--- src/rtl/pipeline_wb_trace_buffer.sv ---
// Retire-trace FIFO: captures MEM/WB writebacks (rd, data, cycle stamp) and
// returns them oldest-first through a registered one-cycle pop port.
module pipeline_wb_trace_buffer #(
  parameter int DATA_W  = 64,
  parameter int REG_W   = 5,
  parameter int DEPTH   = 16,
  parameter int STAMP_W = 32,
  parameter int DROP_W  = 16
) (
  input  logic                     clk,
  input  logic                     reset,
  input  logic                     enable,
  input  logic                     mode_circular,
  input  logic                     filter_x0,
  input  logic                     wb_valid,
  input  logic [REG_W-1:0]         wb_rd,
  input  logic [DATA_W-1:0]        wb_data,
  input  logic                     rd_en,
  output logic                     rd_valid,
  output logic [REG_W-1:0]         rd_reg,
  output logic [DATA_W-1:0]        rd_data,
  output logic [STAMP_W-1:0]       rd_stamp,
  output logic [$clog2(DEPTH):0]   count,
  output logic                     full,
  output logic                     empty,
  output logic                     overflow,
  output logic [DROP_W-1:0]        dropped
);

  localparam int AW    = $clog2(DEPTH);
  localparam int CNT_W = AW + 1;
  localparam int EW    = REG_W + DATA_W + STAMP_W;

  logic [EW-1:0]      mem [DEPTH];
  logic [AW-1:0]      wr_ptr;
  logic [AW-1:0]      rd_ptr;
  logic [STAMP_W-1:0] stamp;

  logic cap, pop, store, lose, inc, dec;

  function automatic logic [DROP_W-1:0] sat_inc(input logic [DROP_W-1:0] v);
    sat_inc = (v == {DROP_W{1'b1}}) ? v : v + 1'b1;
  endfunction

  assign full  = (count == CNT_W'(DEPTH));
  assign empty = (count == '0);

  always_comb begin
    cap   = enable & wb_valid & ~(filter_x0 & (wb_rd == '0));
    pop   = rd_en & ~empty;
    // A pop on a full buffer frees the slot the new event lands in.
    store = cap & (~full | pop | mode_circular);
    lose  = cap & full & ~pop;
    inc   = cap & ~full & ~pop;
    dec   = pop & ~cap;
  end

  // Entry storage carries data only; validity lives in the pointers/count.
  always_ff @(posedge clk) begin
    if (!reset && store)
      mem[wr_ptr] <= {wb_rd, wb_data, stamp};
  end

  always_ff @(posedge clk) begin
    if (reset) begin
      wr_ptr   <= '0;
      rd_ptr   <= '0;
      count    <= '0;
      stamp    <= '0;
      overflow <= 1'b0;
      dropped  <= '0;
      rd_valid <= 1'b0;
      rd_reg   <= '0;
      rd_data  <= '0;
      rd_stamp <= '0;
    end else begin
      stamp    <= stamp + 1'b1;
      rd_valid <= pop;
      if (pop)
        {rd_reg, rd_data, rd_stamp} <= mem[rd_ptr];
      if (store)
        wr_ptr <= wr_ptr + 1'b1;
      // Circular overwrite retires the oldest entry along with the write.
      if (pop || (lose && mode_circular))
        rd_ptr <= rd_ptr + 1'b1;
      if (inc)
        count <= count + 1'b1;
      else if (dec)
        count <= count - 1'b1;
      if (lose) begin
        overflow <= 1'b1;
        dropped  <= sat_inc(dropped);
      end
    end
  end

endmodule

--- config.mk ---
export PLATFORM = sky130hd
export DESIGN_NAME = pipeline_wb_trace_buffer
export DESIGN_NICKNAME = d
export VERILOG_FILES = /design/src/rtl/pipeline_wb_trace_buffer.sv
export SDC_FILE = /design/constraint.sdc
export NUM_CORES = 2
export LEC_CHECK = 0
export ABC_CLOCK_PERIOD_IN_PS = 7800
export CAP_MARGIN = 20
export CORE_MARGIN = 1.5
export CORE_UTILIZATION = 60
export CTS_CLUSTER_DIAMETER = 50
export CTS_CLUSTER_SIZE = 10
export DETAILED_ROUTE_END_ITERATION = 6
export DONT_BUFFER_PORTS = 1
export MAX_ROUTING_LAYER = met4
export PLACE_DENSITY = 0.77
export SETUP_SLACK_MARGIN = 0.3
export SKIP_LAST_GASP = 1
export SLEW_MARGIN = 15
export SYNTH_ARGS = -nofsm -noshare
export SYNTH_HDL_FRONTEND = slang
export SYNTH_SLANG_ARGS = --single-unit
export TNS_END_PERCENT = 10
--- constraint.sdc ---
create_clock -name clk -period 7.8 [get_ports clk]
set_clock_uncertainty 0.15 [all_clocks]
set_input_delay 1.17 -clock clk [delete_from_list [all_inputs] [get_ports clk]]
set_output_delay 1.17 -clock clk [all_outputs]
set_load 0.03 [all_outputs]
Word level (Yosys, flattened, before mapping)
Memory sizes are Yosys's and may differ from the RTL's. A register that Yosys moved wholly into a read port is not among the register bits.
Cells that the tools add are included.
W data, S select, Z words.
- bits in registers: 63
- bits of input ports: 76
- output and inout bits: 126
- bits in writable memories: 1616
- memories kept: 1
- memories (name ; depth ; width ; rd ports ; clocked after memory_dff ; wr ports ; RTL line ; text):
    mem ; 16 ; 101 ; 1 ; 1 ; 1 ; 34 ; logic [EW-1:0] mem [DEPTH];
- equal/unequal tests: 2
- reductions and logical operators: 8
- add/subtract/negate cells: 6
- multiplexer cells: 4
- bitwise logic cells: 18
- operators with widths (kind ; count):
    $add A32 B1 Y32 const B ; 1
    $add A16 B1 Y16 const B ; 1
    $eq A16 B16 Y1 const B ; 1
    $and A1 B1 Y1 ; 10
    $logic_not A5 Y1 ; 2
    $mux W5 ; 2
    $add A4 B1 Y4 const B ; 2
    $not A1 Y1 ; 6
    $add A5 B1 Y5 const B ; 1
    $eq A5 B5 Y1 const B ; 1
    $sub A5 B1 Y5 const B ; 1
    $logic_and A1 B1 Y1 ; 2
    $mux W1 ; 2
    $or A1 B1 Y1 ; 2
    $reduce_and A2 Y1 ; 1
    $reduce_bool A2 Y1 ; 1
    $logic_not A1 Y1 ; 1
    $logic_or A1 B1 Y1 ; 1

Depth between registers and ports, before layout
- depth in word-level cells: 9
- gate-level depth with buffers: 11
- depth with buffers taken out: 10

Worst setup path before layout
Ideal clock, no wire load.
- kind: input to register
- from: input port filter_x0
- to: memory mem[12][0] in the netlist's numbering (enable)
- cell stages on the path: 7
- required time: 7.088 ns
- arrival: 6.430 ns
- setup slack: 0.658 ns
- path buffers: 2
- path through: nor2b_1 > a21oi_1 > clkbuf_1 > and2_1 > clkbuf_1 > nand2_1 > nor2_1
- word-level cells in the longest chain between the ends: 7
- RTL lines (item ; RTL line ; text):
    from (decl) ; 14 ; input logic filter_x0,
    $and A1 B1 Y1 ; 49 ; cap = enable & wb_valid & ~(filter_x0 & (wb_rd == '0));
    $not A1 Y1 ; 49 ;
    $and A1 B1 Y1 ; 49 ;
    $and A1 B1 Y1 ; 52 ; store = cap & (~full | pop | mode_circular);
    $logic_and A1 B1 Y1 ; 60 ; if (!reset && store)
    $mux W1 ; 60 ;
    $mux W1 (implied by the code) ; 61 ; mem[wr_ptr] <= {wb_rd, wb_data, stamp};
    to (decl) ; 34 ;
No other way between the ends.

Worst setup path in the final report
- from: register count[1]
- to: memory mem[9][63] in the netlist's numbering (enable)
- word-level cells in the longest chain between the ends: 9
- RTL lines (item ; RTL line ; text):
    from (decl) ; 23 ; output logic [$clog2(DEPTH):0] count,
    from (signal assigned) ; 87 ; count <= count + 1'b1;
    from (signal assigned) ; 89 ; count <= count - 1'b1;
    $logic_not A5 Y1 ; 46 ; assign empty = (count == '0);
    $not A1 Y1 ; 50 ; pop = rd_en & ~empty;
    $and A1 B1 Y1 ; 50 ;
    $or A1 B1 Y1 (*) (2 in a row) ; 52 ;
    $and A1 B1 Y1 (*) ; 52 ;
    $logic_and A1 B1 Y1 (*) ; 60 ;
    $mux W1 (*) ; 60 ;
    $mux W1 (implied by the code) (*) ; 61 ;
Mark *: on every way between the ends. The rest lies on a longest branch, timed or not.

==> summary.txt <==
Run status
  • Status: completed

Clock network
  • Post-CTS sizing: 0
  • CTS Sinks: 1780
  • Worst skew pair latency: 0.80 ns
  • CTS root buf: clkbuf_16
  • CTS Buffer Depth: 3
  • # H-tree levels: 4
  • Postcts setup bufs: 0
  • Clock transition at path regs: 0.06 ns
  • CTS hold repair buffers: 0
  • CTS buffer count: 198
  • TritonCTS clock tree: yes

Critical path
  • Worst r2r src: count[1]$_SDFFE_PP0P_
  • Worst EP required: 8.04 ns
  • CP Launch Point: count[1]$_SDFFE_PP0P_
  • CP endpoint kind: flop
  • Crit path DAT: 4.40 ns
  • Crit-path max FO: 57
  • CP Launch Type: flop
  • Kind of critical path: flop to flop

Logic synthesis
  • Prevailing post-synth register cell: edfxtp_1
  • Post-Syn Instances: 3153
  • Distinct cells, synth: 47
  • Compound-Gate Fraction of Synth Area: 1.58%
  • Yosys warning total: 0
  • Synth Area in Adders: 0.216%
  • Post-synth top area cell: edfxtp_1
  • Yosys top cell area share: 72.2%
  • Synthesized flop and latch total: 1780
  • Synth top area cells: edfxtp_1 72%, mux4_2 14%, dfxtp_1 4.9%, mux2_2 3.4%, nand2_1 1.2%
  • Mapped cell area: 67200 um^2
  • Post-synth EDFFs: 1616
  • Top-count cell post-synth: edfxtp_1
  • Post-synthesis mux area share: 17.0%
  • Synth cell count leaders: 1616 x edfxtp_1, 404 x mux4_2, 223 x nand2_1, 203 x mux2_2, 164 x dfxtp_1
  • Post-synthesis sequential area ratio: 77.1%
  • Synth Area per Inst: 21.3 um^2
  • Post-Synth Simple-Gate Area: 2.52%
  • Syn Nets: 3240
  • Main combinational cell family by area after synthesis: multiplexers
  • Synth async-reset ratio: 0%
  • XOR/XNOR share of the synthesized area: 0.495%

Worst hold path
  • Worst hold path class: input pin to flop
  • Hold Crit Start: wb_data[50]

Global routing
  • Pin count of the biggest net entering global routing: 161
  • Grt total ovfl: 0
  • Initial antenna violation count: 0
  • Total GRT Usage: 27.2%
  • Vias in the first global route: 33773
  • Global-route wire length before repair: 218 mm

Timing
  • Setup TNS: 0 ns
  • Max Slew Vio Count: 0
  • Fmax achieved: 240 MHz
  • Setup violations, final: 0
  • Worst Tran Pin Value: 1.31 ns
  • Fin crit period: 4.16 ns
  • Final Hold Viols: 0
  • RSZ-0062 raised after global routing: no
  • Final worst path period share: 53.4%
  • Relative slew margins: 12.8%

Drt
  • Routed len/inst: 30.1 um
  • Final routed DRC violation total: 0
  • Starting DRT DRC Count: 3882
  • Via Count: 31674
  • DRT Wirelength: 147 mm
  • Remaining antenna violation count: 0
  • Drt via density: 6.47
  • Router iterations before antenna repair: 5

Flow run
  • Max-cap violation count: 0

Die
  • Die Y-Extent: 338 um
  • Cell Rows: 122
  • Initial core utilization: 60.6%
  • I/O Pins: 202
  • Chip width: 338 um
  • Core area: 111000 um^2
  • Die area: 114000 um^2

Layout
  • # nets final: 3327
  • Final core occ: 67.6%
  • Area grow syn2layout: 11.5%
  • Largest Register: mem
  • Largest register FFs: 1616
  • Share of cells above drive strength 1: 26.5%
  • Largest regs: mem x1616, rd_data x64
  • Diode count: 0

Pwr
  • Pleak: 0.0233 uW
  • PwrDens: 301 nW/um^2
  • Maximum VDD drop: 0.000219 V

Placement
  • IO buf count: 0
  • Gpl congestion: 0.778
  • Final HPWL DP: 71.6 mm
cell usage in the layout, fill, tap and decap left out, types with 20 or more instances in the layout:
cell       Yosys  routed
nand3_1       22      22
clkbuf_16      0     198
mux4_2       404     404
xnor2_1       21      21
dfxtp_1      164     161
clkbuf_1      96     146
a22oi_1      101     101
nor2_1        70      53
nand2_1      223     223
mux2_2       203     203
buf_4          1      33
edfxtp_1    1616    1616
a21oi_1       20      20
critical path: stages, from the launching register on:
cell and delay, ns:
dfxtp_1 0.59, or4_1 0.46, or4_4 0.26, and2_1 0.25, nand2_1 0.29, nor2_4 0.16, buf_4 0.79, buf_4 0.80
cell families after synthesis:
group / Yosys count
AO/OA/AOI/OAI: 152
XOR/XNOR: 38
adder cells (fa/ha/maj): 11
buffers and inverters: 173
flip-flops: 1780
multiplexers: 612
AND/OR/NAND/NOR: 387
cell type report:
cell class / instances / area, um^2
sequential: 1780 / 51800
fill: 6480 / 35900
multi-input combinational: 1200 / 14800
clock buffer: 347 / 5540
tap: 1488 / 1860
timing repair buffer: 49 / 591
clock inverter: 19 / 263
inverter: 11 / 41.3
worst paths after layout:
kind                                     to  slack [ns]  cells past startpoint
setup / recovery       mem[9][63]$_DFFE_PP_        3.64                      7
hold / removal        mem[11][82]$_DFFE_PP_        0.32                      0
setup reg to reg       mem[9][63]$_DFFE_PP_        3.64                      7
hold reg to reg   rd_stamp[19]$_SDFFE_PP0P_        0.44                      2
power by group:
part / switching, uW / internal, uW
clock network: 3590 / 4800
logic: 1420 / 1600
registers: 602 / 10600
metrics by stage:
stage	hold WS (ns)	setup WS, ns	cells	cell area (um^2)	total power (uW)
final	0.318	3.64	4894	74900	22600
after global routing	0.290	3.41	4894	74900	23300
after CTS	0.281	3.63	4892	74900	22700
after detailed placement	0.435	3.17	4526	69100	14400
after global placement	0.416	3.22	4525	69000	14300
after floorplan	0.357	0.658	3153	67200	13700
layer usage:
metal | share of wire (%) | GRT usage [%] | up-vias
met2 | 51 | 43.7 | 1630
met1 | 37 | 34.7 | 16636
li1 | - | - | 13156
met3 | 9.7 | 6.95 | 252
met4 | 2.3 | 7.74 | 0
met5 | 0 | - | -
Power figures use the tool's default switching activity.
